$ cat src/rtl/fetch_stage.sv
// RV32 instruction fetch with a single-outstanding valid/ready memory port,
// a one-entry skid buffer for decode stalls, and the IF/ID pipeline register.
module fetch_stage #(
  parameter int unsigned      XLEN      = 32,
  parameter logic [XLEN-1:0]  RESET_PC  = 32'h0000_0000,
  parameter logic [31:0]      NOP_INSTR = 32'h0000_0013
) (
  input  logic            clk,
  input  logic            rst_n,
  input  logic            Stall,
  input  logic            Flush,
  input  logic            Redirect,
  input  logic [XLEN-1:0] RedirectPC,
  output logic            IMemReq,
  output logic [XLEN-1:0] IMemAddr,
  input  logic            IMemReady,
  input  logic [31:0]     IMemRData,
  output logic [31:0]     InstrD,
  output logic [6:0]      OpD,
  output logic [XLEN-1:0] PCD,
  output logic [XLEN-1:0] PCPlus4D,
  output logic            ValidD
);

  localparam int unsigned ILEN = 32;
  localparam int unsigned OPW  = 7;

  typedef enum logic [1:0] {
    S_IDLE  = 2'd0,
    S_FETCH = 2'd1,
    S_HOLD  = 2'd2
  } state_t;

  state_t            state_q, state_d;
  logic [XLEN-1:0]   pcf_q;
  logic              kill_q;
  logic [XLEN-1:0]   pend_pc_q;
  logic [ILEN-1:0]   buf_instr_q;
  logic [XLEN-1:0]   buf_pc_q;
  logic [ILEN-1:0]   instr_q;
  logic [XLEN-1:0]   pcd_q;
  logic [XLEN-1:0]   pcp4_q;
  logic              valid_q;

  logic [XLEN-1:0]   redirect_pc_c;
  logic              drop_c;
  logic              ld_mem_c;
  logic              ld_buf_c;
  logic              fill_buf_c;
  logic              kill_set_c;

  // Redirect targets are always word aligned
  assign redirect_pc_c = RedirectPC & ~(XLEN'(3));

  // FSM state register
  always_ff @(posedge clk or negedge rst_n) begin
    if (!rst_n) state_q <= S_IDLE;
    else        state_q <= state_d;
  end

  // FSM next-state logic
  always_comb begin
    state_d = state_q;
    case (state_q)
      S_IDLE:  state_d = S_FETCH;
      S_FETCH: if (fill_buf_c) state_d = S_HOLD;
      S_HOLD:  if (Redirect || !Stall) state_d = S_FETCH;
      default: state_d = S_IDLE;
    endcase
  end

  // FSM outputs: request valid plus datapath strobes
  always_comb begin
    IMemReq    = 1'b0;
    drop_c     = 1'b0;
    ld_mem_c   = 1'b0;
    ld_buf_c   = 1'b0;
    fill_buf_c = 1'b0;
    kill_set_c = 1'b0;
    case (state_q)
      S_FETCH: begin
        IMemReq = 1'b1;
        if (IMemReady) begin
          if (kill_q || Redirect) drop_c     = 1'b1;
          else if (Stall)         fill_buf_c = 1'b1;
          else                    ld_mem_c   = 1'b1;
        end else if (Redirect) begin
          kill_set_c = 1'b1;
        end
      end
      S_HOLD:  if (!Redirect && !Stall) ld_buf_c = 1'b1;
      default: ;
    endcase
  end

  // Program counter and in-flight kill tracking; PCF is the request address
  always_ff @(posedge clk or negedge rst_n) begin
    if (!rst_n) begin
      pcf_q     <= RESET_PC;
      kill_q    <= 1'b0;
      pend_pc_q <= '0;
    end else begin
      case (state_q)
        S_IDLE: if (Redirect) pcf_q <= redirect_pc_c;
        S_FETCH: begin
          if (drop_c) begin
            pcf_q  <= Redirect ? redirect_pc_c : pend_pc_q;
            kill_q <= 1'b0;
          end else if (fill_buf_c || ld_mem_c) begin
            pcf_q <= pcf_q + XLEN'(4);
          end else if (kill_set_c) begin
            kill_q    <= 1'b1;
            pend_pc_q <= redirect_pc_c;
          end
        end
        S_HOLD: if (Redirect) pcf_q <= redirect_pc_c;
        default: ;
      endcase
    end
  end

  // Skid buffer captures a response that arrives while decode is stalled
  always_ff @(posedge clk or negedge rst_n) begin
    if (!rst_n) begin
      buf_instr_q <= '0;
      buf_pc_q    <= '0;
    end else if (fill_buf_c) begin
      buf_instr_q <= IMemRData;
      buf_pc_q    <= pcf_q;
    end
  end

  // IF/ID register: flush beats stall beats load; idle cycles insert a bubble
  always_ff @(posedge clk or negedge rst_n) begin
    if (!rst_n) begin
      instr_q <= NOP_INSTR;
      pcd_q   <= '0;
      pcp4_q  <= '0;
      valid_q <= 1'b0;
    end else if (Flush) begin
      instr_q <= NOP_INSTR;
      valid_q <= 1'b0;
    end else if (Stall) begin
      instr_q <= instr_q;
    end else if (ld_mem_c) begin
      instr_q <= IMemRData;
      pcd_q   <= pcf_q;
      pcp4_q  <= pcf_q + XLEN'(4);
      valid_q <= 1'b1;
    end else if (ld_buf_c) begin
      instr_q <= buf_instr_q;
      pcd_q   <= buf_pc_q;
      pcp4_q  <= buf_pc_q + XLEN'(4);
      valid_q <= 1'b1;
    end else begin
      instr_q <= NOP_INSTR;
      valid_q <= 1'b0;
    end
  end

  assign IMemAddr = pcf_q;
  assign InstrD   = instr_q;
  assign OpD      = instr_q[OPW-1:0];
  assign PCD      = pcd_q;
  assign PCPlus4D = pcp4_q;
  assign ValidD   = valid_q;

endmodule

$ cat config.mk
export PLATFORM = sky130hd
export DESIGN_NAME = fetch_stage
export DESIGN_NICKNAME = d
export VERILOG_FILES = /design/src/rtl/fetch_stage.sv
export SDC_FILE = /design/constraint.sdc
export NUM_CORES = 1
export LEC_CHECK = 0
export ABC_AREA = 1
export CAP_MARGIN = 20
export CORE_MARGIN = 4
export CORE_UTILIZATION = 30
export CTS_CLUSTER_DIAMETER = 80
export CTS_CLUSTER_SIZE = 40
export DETAILED_ROUTE_END_ITERATION = 10
export GPL_TIMING_DRIVEN = 0
export HOLD_SLACK_MARGIN = 0.1
export REMOVE_ABC_BUFFERS = 1
export SYNTH_ARGS = -nofsm -noshare
export SYNTH_HDL_FRONTEND = slang
export SYNTH_SLANG_ARGS = --single-unit
$ cat constraint.sdc
create_clock -name clk -period 2.15 [get_ports clk]
set_input_delay 0.5375 -clock clk [delete_from_list [all_inputs] [get_ports clk]]
set_output_delay 0.5375 -clock clk [all_outputs]
set_load 0.005 [all_outputs]
Word level (Yosys, flattened, before mapping)
Cells that the tools add are included.
W data, S select, Z words.

operators by class
  add/subtract/negate cells = 2
  eq/ne operators = 8
  multiplexer cells = 40
  bitwise gates (word level) = 4
  reductions and logical operators = 16

operators by type and width
  operator                 number
  $mux W32                 12
  $add A32 B3 Y32 const B  2
  $pmux W32 S2             1
  $mux W1                  24
  $reduce_and A3 Y1        3
  $ne A2 B2 Y1 const B     3
  $pmux W2 S3              1
  $reduce_bool A2 Y1       3
  $mux W2                  2
  $ne A2 B1 Y1 const B     2
  $not A1 Y1               4
  $reduce_and A4 Y1        1
  $logic_or A1 B1 Y1       3
  $ne A3 B3 Y1 const B     1
  $eq A2 B1 Y1 const B     1
  $eq A2 B2 Y1 const B     1
  $logic_not A1 Y1         2
  $logic_not A2 Y1         1
  $reduce_and A2 Y1        1
  $reduce_or A2 Y1         1
  $logic_and A1 B1 Y1      1

storage, ports and cells
  register bits after elaboration = 226
  input bits = 70
  output and inout port bits = 137
  logic and storage cells = 80

Depth between registers and ports, before layout
Gate-level depths: netlist (run 1).

  depth in word-level cells = 8
  gate-level depth with buffers = 12

Worst setup path before layout (run 1)
OpenSTA, ideal clock, no wires.

  path kind = input to register
  from = input port Redirect
  to = register buf_pc_q[26]
  arrival = 1,619 ps
  path slack = 401 ps
  cell stages on the path = 9
  cell sequence = buf_4 -> nor2_4 -> inv_2 -> o31ai_4 -> nand3_2 -> buf_4 -> buf_6 -> nand2_1 -> o21ai_1

on the way
  longest elaborated chain between the ends = 4

RTL lines
  element               RTL line  RTL
  start, declared       12        input logic Redirect,
  $logic_or A1 B1 Y1    84        if (kill_q || Redirect) drop_c = 1'b1;
  $mux W1               84
  $mux W1               83        if (IMemReady) begin
  $mux W1               80        case (state_q)
  end signal, assigned  129       buf_pc_q <= pcf_q;
  end, declared         39        logic [XLEN-1:0] buf_pc_q;

Every way passes these cells.
A chain may end at the register's enable or synchronous reset.

Final worst setup path (run 1)
  from = register instr_q[0] (netlist: InstrD[0])
  to = output port OpD[0]

RTL lines
  element                 RTL line  RTL
  start, declared         40        logic [ILEN-1:0] instr_q;
  start signal, assigned  144       instr_q <= instr_q;
  start signal, assigned  146       instr_q <= IMemRData;
  start signal, assigned  151       instr_q <= buf_instr_q;
  end, declared           19        output logic [6:0] OpD,

No word-level cell between the ends.

==> results by group, run 1 <==
Yosys
  • Register bit total from synthesis: 218
  • Synth Instances: 1568
  • Most common cell in the synthesized netlist: nand2_1
  • Distinct cells, synth: 38
  • Post-Syn Area: around 12000 µm²
  • Post-synth top cells: 512 x nand2_1, 215 x dfrtp_1, 180 x nor2_1
  • Syn_area_per_cell: 7.473 µm²
  • Synth async-reset ratio: 100.0%
  • Register area share after synthesis: approximately 47%
  • Post-synth EDFFs: 0
  • Synth warnings: 0
  • Top post-synthesis cells by area: dfrtp_1 46%, nand2_1 16%, nor2_1 5.8%
  • Top FF cell, synth: dfrtp_1
  • Post-synth top area share: 45.92%
  • Synth area leader: dfrtp_1

STA
  • Final period util: a little over nine tenths
  • Final hold vios: 0
  • RSZ-0062 raised after global routing: false
  • Setup violators final: 0
  • F_max: roughly 470 MHz
  • Slew Limit Fails: 0
  • Final Critical Period: 2107 ps
  • Max_slew headroom: 61.47%
  • Clock skew: 25.17 ps
  • Tightest Pin Transition: 578.0 ps

Clocking
  • CTS H-tree lvls: 1
  • CTS Buffer Depth: 3
  • CTS tree: built
  • Root buf cell: clkbuf_16
  • CTS sink cnt: 218
  • Clock latency on the worst-skew pair: approximately 530 ps
  • Total CTS buffers: 18
  • Clock transition at path regs: ~80 ps

Global routing
  • Largest net degree at the start of global routing: 88
  • GRT Util Overall: roughly a fifth
  • First-pass GRT wire length: 64400 µm
  • Number of global-route vias before repair: approximately 11000
  • Grt ovf: 0
  • Initial antenna violation count: 0

Worst setup path
  • CP startpoint kind: flop
  • CP arrival: about 1600 ps
  • Critical path class: reg2out
  • Bufs and invs on worst path: 1
  • CP delay by family, top: flip-flops
  • Required @ worst endpoint: 1610 ps
  • Crit-path cells: clkdlybuf4s50_1
  • Crit path depth: 1
  • Max stage delay on crit path: between 500 and 600 ps
  • Worst-path maximum fanout: 3
  • R2r worst-path depth: 9
  • Worst setup EP type: primary output
  • Slowest stage cell, crit path: dfstp_2

Power and ir drop
  • Peak supply drop: just under 0.7 mV
  • Power Total: 0.02060 W
  • PD cells: 1345 nW/µm²
  • P_leak: 6.830 nW

Route
  • Avg WL per Cell: 18.75 µm
  • Via/cell ratio: 4.987
  • Via count: between 10000 and 15000
  • Routed WL: between 40000 and 50000 µm
  • DR iter-0 viols: 1104
  • Antenna Violating Nets Remaining: 0
  • Post-route DRC: 0
  • Drt first pass iters: 5

Placed design
  • Dpl cell area: 14030 µm²
  • Routability cong.: 0.9297
  • HPWL after detailed placement: 27170 µm
  • Count of input and output buffers: just under 200

Min path
  • Hold Crit Depth: 2
  • Hold Crit Class: reg2reg

Run
  • Max Cap Viol: 0

Layout
  • # diodes: 0
  • Share of post-route cells with drive strength above 1: a little under a tenth
  • Area grow syn2layout: 30.65%
  • NumNets Final: 1812
  • Design area: approximately 15000 µm²
  • Utilization after layout: 39.61%

Die
  • Area of the die: between 40000 and 50000 µm²
  • Die height: 205.6 µm
  • Initial cell density of the core: 30.32%
  • Io pins: between 200 and 250
  • Die width: 205.6 µm
  • # rows: 72
  • Core area: 38650 µm²

Status
  • Outcome: finished, final reports clean
[final cells by class]
| cell class | instances | area, µm² |
|---|---|---|
| fill | 3962 | 23340 |
| multi-input combinational | 1159 | 5529 |
| clock buffer | 20 | 489.2 |
| inverter | 110 | 495.5 |
| timing repair buffer | 232 | 2485 |
| sequential | 218 | 5495 |
| tap | 518 | 648.1 |
| clock inverter | 12 | 150.1 |
| timing repair inverter | 1 | 16.27 |
[per-stage QoR]
step / hold WS (ps) / setup WS, ps / cells / setup TNS (ps)
after floorplan: 241.9 / -1876 / 1480 / -187760
final: 482.7 / 43.26 / 2270 / 0
after detailed placement: 463.1 / -2385 / 2204 / -309280
after global placement: 459.8 / -9219 / 2196 / -2762070
after global routing: 507.5 / 0.4861 / 2270 / 0
after CTS: 487.7 / 5.354 / 2256 / 0
[power breakdown]
part | internal [W] | total, W | switching (W)
Combinational | 0.00410 | 0.00927 | 0.00517
Clock | 0.00177 | 0.00364 | 0.00186
Sequential | 0.00593 | 0.00769 | 0.00176
[cell usage in the layout, fill, tap and decap left out, types with 4 or more instances in the layout]
cell             count
nand3_1             99
o21ai_0             82
nor2_1             176
dfrtp_1            188
inv_1              101
a31oi_1             44
xor2_1              15
dfrtp_2             26
buf_16               9
nand3_4              9
clkbuf_16           20
mux2_2              18
inv_16               4
nand2_4              4
o21ai_1             52
nand2_2              4
clkinv_8             5
o211ai_1            13
buf_4               21
conb_1               6
a21oi_1             84
nor2_4               6
nand3b_1            10
clkdlybuf4s50_1    193
nand2_1            510
[state kept, by name, indices dropped and copies added, names as in the netlist]
| name | count |
|---|---|
| PCPlus4D | 30 |
| pend_pc_q | 30 |
| InstrD | 32 |
| ValidD | 1 |
| IMemAddr | 30 |
| PCD | 30 |
| buf_instr_q | 32 |
| buf_pc_q | 30 |
| kill_q | 1 |
| state_q | 2 |
[cell families after synthesis]
logic type,synth area share (%)
adder cells (fa/ha/maj),0.2135
AND/OR/NAND/NOR,28.67
other,0.03200
flip-flops,46.59
buffers and inverters,8.297
XOR/XNOR,1.196
AO/OA/AOI/OAI,13.27
multiplexers,1.730
[layer usage]
layer	part of all wire [%]	global-route usage, %
met1	44	26.59
met2	46	31.82
met3	7.7	3.861
met4	2.6	5.287
met5	0	0
[timing repair]
item                                   4_1_cts  5_1_grt
setup buffers                               10       12
pin swaps                                    8        3
cloned                                       9        2
setup endpoints to repair                  236      159
hold buffers                                 1        0
gates resized for setup                     55       33
endpoints found under the hold margin       47        0
[path summary, 6_finish.rpt]
check                              from           end  slack, ps
max in group asynchronous         rst_n  IMemAddr[25]        420
max reg2reg                  state_q[0]  PCPlus4D[16]        100
min                        PCPlus4D[22]  PCPlus4D[22]        480
max                           InstrD[0]        OpD[0]         40
min reg2reg                PCPlus4D[22]  PCPlus4D[22]        480
min in group asynchronous         rst_n    InstrD[16]        500
(Power assumes the default switching activity.)
==> run 2: changes to the inputs <==
--- a/config.mk
+++ b/config.mk
@@ -12,9 +12,9 @@
 export CTS_CLUSTER_DIAMETER = 80
 export CTS_CLUSTER_SIZE = 40
 export DETAILED_ROUTE_END_ITERATION = 10
-export GPL_TIMING_DRIVEN = 0
 export HOLD_SLACK_MARGIN = 0.1
 export REMOVE_ABC_BUFFERS = 1
 export SYNTH_ARGS = -nofsm -noshare
 export SYNTH_HDL_FRONTEND = slang
 export SYNTH_SLANG_ARGS = --single-unit
+export TNS_END_PERCENT = 1
==> constraint.sdc (replaced) <==
create_clock -name clk -period 2.15 [get_ports clk]
set_input_delay 0.5375 -clock clk [delete_from_list [all_inputs] [get_ports clk]]
set_output_delay 0.5375 -clock clk [all_outputs]
set_load 0.05 [all_outputs]
==> run 2 against run 1 <==
Combinational power rose by 28%; clock skew fell by 1.2 ps; clock power fell by 4%; worst hold slack got worse by 37 ps; first-iteration DRC count fell by 21%; register-to-register slack improved by 50 ps; global-route usage fell by 1.5 points; sequential share of layout area rose by 0.38 points; non-clock buffer count rose by 47; sequential cell count did not move; cell count rose by 1.6%; maximum frequency rose by 5.2%; critical endpoint is now IMemReq; highest routed layer unchanged.
==> results by group, run 2 (synthesis gave the netlist of run 1 again) <==
Status
  • Outcome: finished, final reports clean (unchanged)

Die
  • Core area: 38650 µm² (unchanged)
  • Io pins: 207 (unchanged)
  • Initial cell density of the core: 30.32% (unchanged)
  • Area of the die: 42280 µm² (unchanged)
  • Die height: 205.6 µm (unchanged)
  • # rows: 72 (unchanged)
  • Die width: 205.6 µm (unchanged)

STA
  • Slew Limit Fails: 0 (unchanged)
  • Final Critical Period: 2002 ps (was 2107 ps)
  • Clock skew: 23.93 ps (was 25.17 ps)
  • Max_slew headroom: 65.65% (was 61.47%)
  • RSZ-0062 raised after global routing: false (unchanged)
  • Final period util: 93.13% (was 97.99%)
  • Setup violators final: 0 (unchanged)
  • F_max: 499.4 MHz (was 474.7 MHz)
  • Final hold vios: 0 (unchanged)
  • Tightest Pin Transition: 517.3 ps (was 578.0 ps)
  • Setup TNS Final: 0 ps (unchanged)

Route
  • DR iter-0 viols: 872 (was 1104)
  • Via count: 11120 (was 11320)
  • Post-route DRC: 0 (unchanged)
  • Via/cell ratio: 4.820 (was 4.987)
  • Avg WL per Cell: 16.95 µm (was 18.75 µm)
  • Antenna Violating Nets Remaining: 0 (unchanged)
  • Routed WL: 39110 µm (was 42560 µm)
  • Drt first pass iters: 5 (unchanged)

Global routing
  • Number of global-route vias before repair: 10620 (was 10810)
  • Grt ovf: 0 (unchanged)
  • GRT Util Overall: 18.03% (was 19.53%)
  • First-pass GRT wire length: 60710 µm (was 64400 µm)
  • Initial antenna violation count: 0 (unchanged)
  • Largest net degree at the start of global routing: 67 (was 88)

Worst setup path
  • Max stage delay on crit path: 480 ps (was 550 ps)
  • Required @ worst endpoint: 1610 ps (about the same)
  • Bufs and invs on worst path: 2 (was 1)
  • Critical path class: reg2out (unchanged)
  • Worst-path maximum fanout: 8 (was 3)
  • CP arrival: 1460 ps (was 1570 ps)
  • Worst r2r src: IMemAddr[2] (was state_q[0])
  • Critical path origin: state_q[0] (was InstrD[0])
  • CP startpoint kind: flop (unchanged)
  • Worst setup EP type: primary output (unchanged)
  • CP delay by family, top: flip-flops (unchanged)
  • Slowest stage cell, crit path: dfrtp_2 (was dfstp_2)
  • Crit-path cells: inv_2 -> nor2_8 -> buf_12 (was clkdlybuf4s50_1)

Run
  • Max Cap Viol: 0 (unchanged)

Layout
  • Most common cell after layout, fill and taps aside: nand2_1 (unchanged)
  • NumNets Final: 1850 (was 1812)
  • Fillers: 4039 (was 3962)
  • Share of post-route cells with drive strength above 1: 14.48% (was 9.418%)
  • Design area: 15050 µm² (was 15310 µm²)
  • Area grow syn2layout: 28.47% (was 30.65%)
  • # diodes: 0 (unchanged)
  • Utilization after layout: 38.95% (was 39.61%)
  • Most frequent cells in the layout: 512 x nand2_1, 214 x dfrtp_1, 180 x nor2_1 (was 510 x nand2_1, 193 x clkdlybuf4s50_1, 188 x dfrtp_1)
  • Multi-input gate area: 5320 µm² (was 5529 µm²)
  • FF+latch area: 5460 µm² (was 5495 µm²)

Power and ir drop
  • P_leak: 7.281 nW (was 6.830 nW)
  • Power Total: 0.02304 W (was 0.02060 W)
  • PD cells: 1530 nW/µm² (was 1345 nW/µm²)
  • Peak supply drop: 0.8101 mV (was 0.6945 mV)

Clocking
  • Total CTS buffers: 17 (was 18)
  • CTS tree: built (unchanged)
  • Root buf cell: clkbuf_16 (unchanged)
  • Post CTS Setup Buffer Count: 0 (was 10)
  • CTS H-tree lvls: 1 (unchanged)
  • Clock transition at path regs: 110 ps (was 80 ps)
  • Clock latency on the worst-skew pair: 520 ps (was 530 ps)
  • CTS sink cnt: 218 (unchanged)
  • CTS Buffer Depth: 3 (unchanged)

Min path
  • Hold Crit Class: in2async (was reg2reg)

Placed design
  • Routability cong.: 0.9059 (was 0.9297)
  • HPWL after detailed placement: 29510 µm (was 27170 µm)
  • Dpl cell area: 14470 µm² (was 14030 µm²)
  • Count of input and output buffers: 198 (unchanged)
==> run 2: changes by cell type in the layout (fill, tap and decap cells not counted), moves of 3 or more <==
cell | before | now
dlygate4sd2_1 | 0 | 34
nor2_1 | 176 | 180
buf_16 | 9 | 0
buf_4 | 21 | 154
nor2_4 | 6 | 2
dfrtp_1 | 188 | 214
dfrtp_2 | 26 | 1
nand3_4 | 9 | 2
nand2_4 | 4 | 1
clkdlybuf4s50_1 | 193 | 66
inv_2 | 2 | 6
buf_12 | 1 | 23
clkbuf_16 | 20 | 17
==> run 2: per-stage QoR <==
step	worst slack, ps	hold slack, ps	instances
finish	147.7	445.8	2307
global route	52.09	442.1	2307
CTS	11.95	427.6	2307
detailed placement	-241.7	385.4	2276
global placement	-168.9	386.0	2276
floorplan	-1876	241.9	1480
==> run 2: worst paths after layout <==
kind / to / slack, ps / cells after the start
max in group asynchronous: PCD[29] / 1000 / 3
worst max-delay path: IMemReq / 150 / 3
worst max register to register: PCPlus4D[20] / 150 / 13
worst min-delay path: buf_instr_q[29] / 450 / 2
worst min register to register: PCPlus4D[22] / 490 / 2
min in group clk: PCPlus4D[22] / 490 / 2
==> run 2: final cells by class <==
class	instances	area share (%)
Inverter	110	2.751
Clock buffer	17	2.826
Sequential cell	218	36.27
Tap cell	518	4.306
Clock inverter	13	1.230
Multi-Input combinational cell	1152	35.34
Timing Repair Buffer	279	17.27
==> run 2: per-layer routing <==
| metal | track usage, % | up-vias | share of wire [%] |
|---|---|---|---|
| met2 | 29.16 | 328 | 46 |
| met5 | 0 | - | 0 |
| met1 | 25.99 | 5267 | 46 |
| li1 | - | 5492 | - |
| met4 | 3.230 | 0 | 1.4 |
| met3 | 2.648 | 33 | 6.2 |
==> run 2: what timing repair did <==
action                                  4_1_cts  5_1_grt
endpoints found under the hold margin        14        0
resized for setup                            34        1
endpoints found under the setup margin       34        1
hold buffers                                  1        0
==> run 2: where the power goes <==
part | leakage [nW] | total [W] | internal, W | switching (W)
Sequential | 2.69 | 0.00761 | 0.00587 | 0.00174
Clock | 0.293 | 0.00351 | 0.00163 | 0.00189
Combinational | 4.30 | 0.0119 | 0.00393 | 0.00799
Total | 7.28 | 0.0230 | 0.0114 | 0.0116
==> run 3: changes to the inputs <==
--- a/config.mk
+++ b/config.mk
@@ -7,6 +7,7 @@
 export LEC_CHECK = 0
 export ABC_AREA = 1
 export CAP_MARGIN = 20
+export CORE_ASPECT_RATIO = 0.5
 export CORE_MARGIN = 4
 export CORE_UTILIZATION = 30
 export CTS_CLUSTER_DIAMETER = 80
==> run 3 against run 2 <==
Combinational power about the same; critical path depth unchanged; non-clock buffer count down 2; cell area decreased by 1.4%; register-to-register slack improved by 80 ps; count of clock-buffer cells in the layout down 4; critical endpoint unchanged.
==> results by group, run 3 (synthesis gave the netlist of run 1 again) <==
Power and ir drop
  • Power Total: 0.02226 W (was 0.02304 W)
  • Logic pwr share: 53.4% (was 51.7%)
  • Internal power: 0.01089 W (was 0.01143 W)
  • PD cells: 1499 nW/µm² (was 1530 nW/µm²)
  • Seq pwr share: 33.9% (was 33.0%)
  • Psw: 0.01136 W (was 0.01161 W)
  • P_leak: 7.173 nW (was 7.281 nW)
  • Net Sw Frac: 51.05% (was 50.39%)
  • Peak supply drop: 0.6521 mV (was 0.8101 mV)
  • Clock network fraction of total power: 12.7% (was 15.3%)

Die
  • Area of the die: 42480 µm² (was 42280 µm²)
  • Io pins: 207 (unchanged)
  • Die height: 147.7 µm (was 205.6 µm)
  • Die width: 287.5 µm (was 205.6 µm)
  • # rows: 50 (was 72)
  • Core area: 37970 µm² (was 38650 µm²)
  • Initial cell density of the core: 30.86% (was 30.32%)

Clocking
  • Root buf cell: clkbuf_16 (unchanged)
  • CTS sink cnt: 218 (unchanged)
  • CTS tree: built (unchanged)
  • Clock transition at path regs: 120 ps (was 110 ps)
  • CTS Buffer Depth: 3 (unchanged)
  • Clock latency on the worst-skew pair: 510 ps (was 520 ps)
  • Total CTS buffers: 12 (was 17)
  • Post CTS Setup Buffer Count: 0 (unchanged)
  • CTS H-tree lvls: 1 (unchanged)

Worst setup path
  • Worst r2r src: buf_pc_q[3] (was IMemAddr[2])
  • Max stage delay on crit path: 440 ps (was 480 ps)
  • Worst setup EP type: primary output (unchanged)
  • CP startpoint kind: flop (unchanged)
  • Slowest stage cell, crit path: dfrtp_1 (was dfrtp_2)
  • CP arrival: 1490 ps (was 1460 ps)
  • Critical path origin: state_q[0] (unchanged)
  • Required @ worst endpoint: 1610 ps (about the same)
  • Worst-path maximum fanout: 12 (was 8)
  • Bufs and invs on worst path: 2 (unchanged)
  • Crit-path cells: inv_2 -> nor2_8 -> buf_12 (unchanged)
  • Critical path class: reg2out (unchanged)
  • CP delay by family, top: flip-flops (unchanged)

Run
  • Max Cap Viol: 0 (unchanged)

Global routing
  • Grt ovf: 0 (unchanged)
  • Initial antenna violation count: 1 (was 0)
  • Largest net degree at the start of global routing: 55 (was 67)
  • First-pass GRT wire length: 60280 µm (was 60710 µm)
  • GRT Util Overall: 17.88% (was 18.03%)
  • Number of global-route vias before repair: 10320 (was 10620)

Route
  • Via count: 10960 (was 11120)
  • Routed WL: 39170 µm (was 39110 µm)
  • Antenna Violating Nets Remaining: 0 (unchanged)
  • Avg WL per Cell: 17.04 µm (was 16.95 µm)
  • Via/cell ratio: 4.769 (was 4.820)
  • Drt first pass iters: 8 (was 5)
  • DR iter-0 viols: 782 (was 872)
  • Post-route DRC: 0 (unchanged)

Layout
  • Most frequent cells in the layout: 512 x nand2_1, 214 x dfrtp_1, 179 x nor2_1 (was 512 x nand2_1, 214 x dfrtp_1, 180 x nor2_1)
  • Most common cell after layout, fill and taps aside: nand2_1 (unchanged)
  • Area grow syn2layout: 26.67% (was 28.47%)
  • FF+latch area: 5460 µm² (unchanged)
  • Share of post-route cells with drive strength above 1: 11.99% (was 14.48%)
  • Multi-input gate area: 5323 µm² (was 5320 µm²)
  • Finished Layout Cells: 2298 (was 2307)
  • Fillers: 3979 (was 4039)
  • NumNets Final: 1843 (was 1850)

Placed design
  • Routability cong.: 0.9489 (was 0.9059)
  • HPWL after detailed placement: 29660 µm (was 29510 µm)
  • Count of input and output buffers: 198 (unchanged)
  • Placed insts: 2276 (unchanged)

STA
  • Final hold vios: 0 (unchanged)
  • Tightest Pin Transition: 533.5 ps (was 517.3 ps)
  • RSZ-0062 raised after global routing: false (unchanged)
  • Final period util: 94.42% (was 93.13%)
  • F_max: 492.6 MHz (was 499.4 MHz)
  • Final Critical Period: 2030 ps (was 2002 ps)
  • Slew Limit Fails: 0 (unchanged)
  • Max_slew headroom: 64.58% (was 65.65%)
  • Clock skew: 39.07 ps (was 23.93 ps)
  • Setup violators final: 0 (unchanged)

Min path
  • Hold Crit Class: reg2reg (was in2async)
  • Worst Hold Launch: PCPlus4D[27]

Status
  • Outcome: finished, final reports clean (unchanged)
run 3: cell types whose count changed in the layout (fill, tap and decap cells not counted), sizes merged:
cell and change:
buf -37, dlygate4sd2 +35, clkbuf -4, clkinv -4, clkinvlp -1, diode +1
inv -1
run 3: power groups by stage:
stage	combinational (W)	clock, W	sequential (W)
2_1_floorplan	0.00474	0	0.0102
3_3_place_gp	0.0121	0	0.00756
3_5_place_dp	0.0122	0	0.00760
4_1_cts	0.0119	0.00291	0.00750
5_1_grt	0.0129	0.00303	0.00777
6_report	0.0119	0.00283	0.00753
run 3: timing repair:
action,in CTS,in global routing
endpoints found under the hold margin,42,0
cloned,0,0
pin swaps,0,0
gates resized for setup,69,2
endpoints found under the setup margin,69,3
hold buffers,1,0
run 3: path summary, 6_finish.rpt:
| path | endpoint | slack, ps | depth (start not counted) |
|---|---|---|---|
| worst max-delay path | IMemReq | 120 | 3 |
| worst max register to register | PCPlus4D[28] | 230 | 12 |
| worst min register to register | PCPlus4D[27] | 490 | 2 |
| max in group asynchronous | InstrD[0] | 920 | 3 |
| min in group asynchronous | pend_pc_q[6] | 530 | 2 |
| worst min-delay path | PCPlus4D[27] | 490 | 2 |
run 3: layout make-up:
class,count,share of cell area [%]
inverter,110,2.790
multi-input combinational,1152,35.86
clock buffer,13,2.192
antenna,1,0.01686
timing repair buffer,277,17.37
sequential,218,36.79
tap,520,4.383
clock inverter,7,0.5985
run 3: metrics by stage:
step / setup TNS (ps) / utilization, % / worst slack [ps] / cell area [µm²] / hold WS, ps
global route: 0 / 39.08 / 13.75 / 14840 / 505.9
CTS: 0 / 39.07 / 104.8 / 14840 / 490.4
detailed placement: -25910 / 38.18 / -220.9 / 14500 / 466.4
global placement: -24090 / 38.18 / -189.9 / 14500 / 461.7
floorplan: -203240 / - / -1876 / 11180 / 241.9
finish: 0 / 39.09 / 119.9 / 14840 / 487.9
run 3: routing by layer:
metal  vias to the layer above  wire (µm)  track usage (%)
met4                         2       1055            4.586
met3                        57       2014            2.234
met1                      5173      17490            24.62
met5                         -         15                0
met2                       270      18600            29.92
li1                       5458          -                -
run 3: tightest hold or removal path, cell delays in order, from the launching register on:
cell and delay [ps]:
dfrtp_1 360, nand2_1 50, nand2_1 50
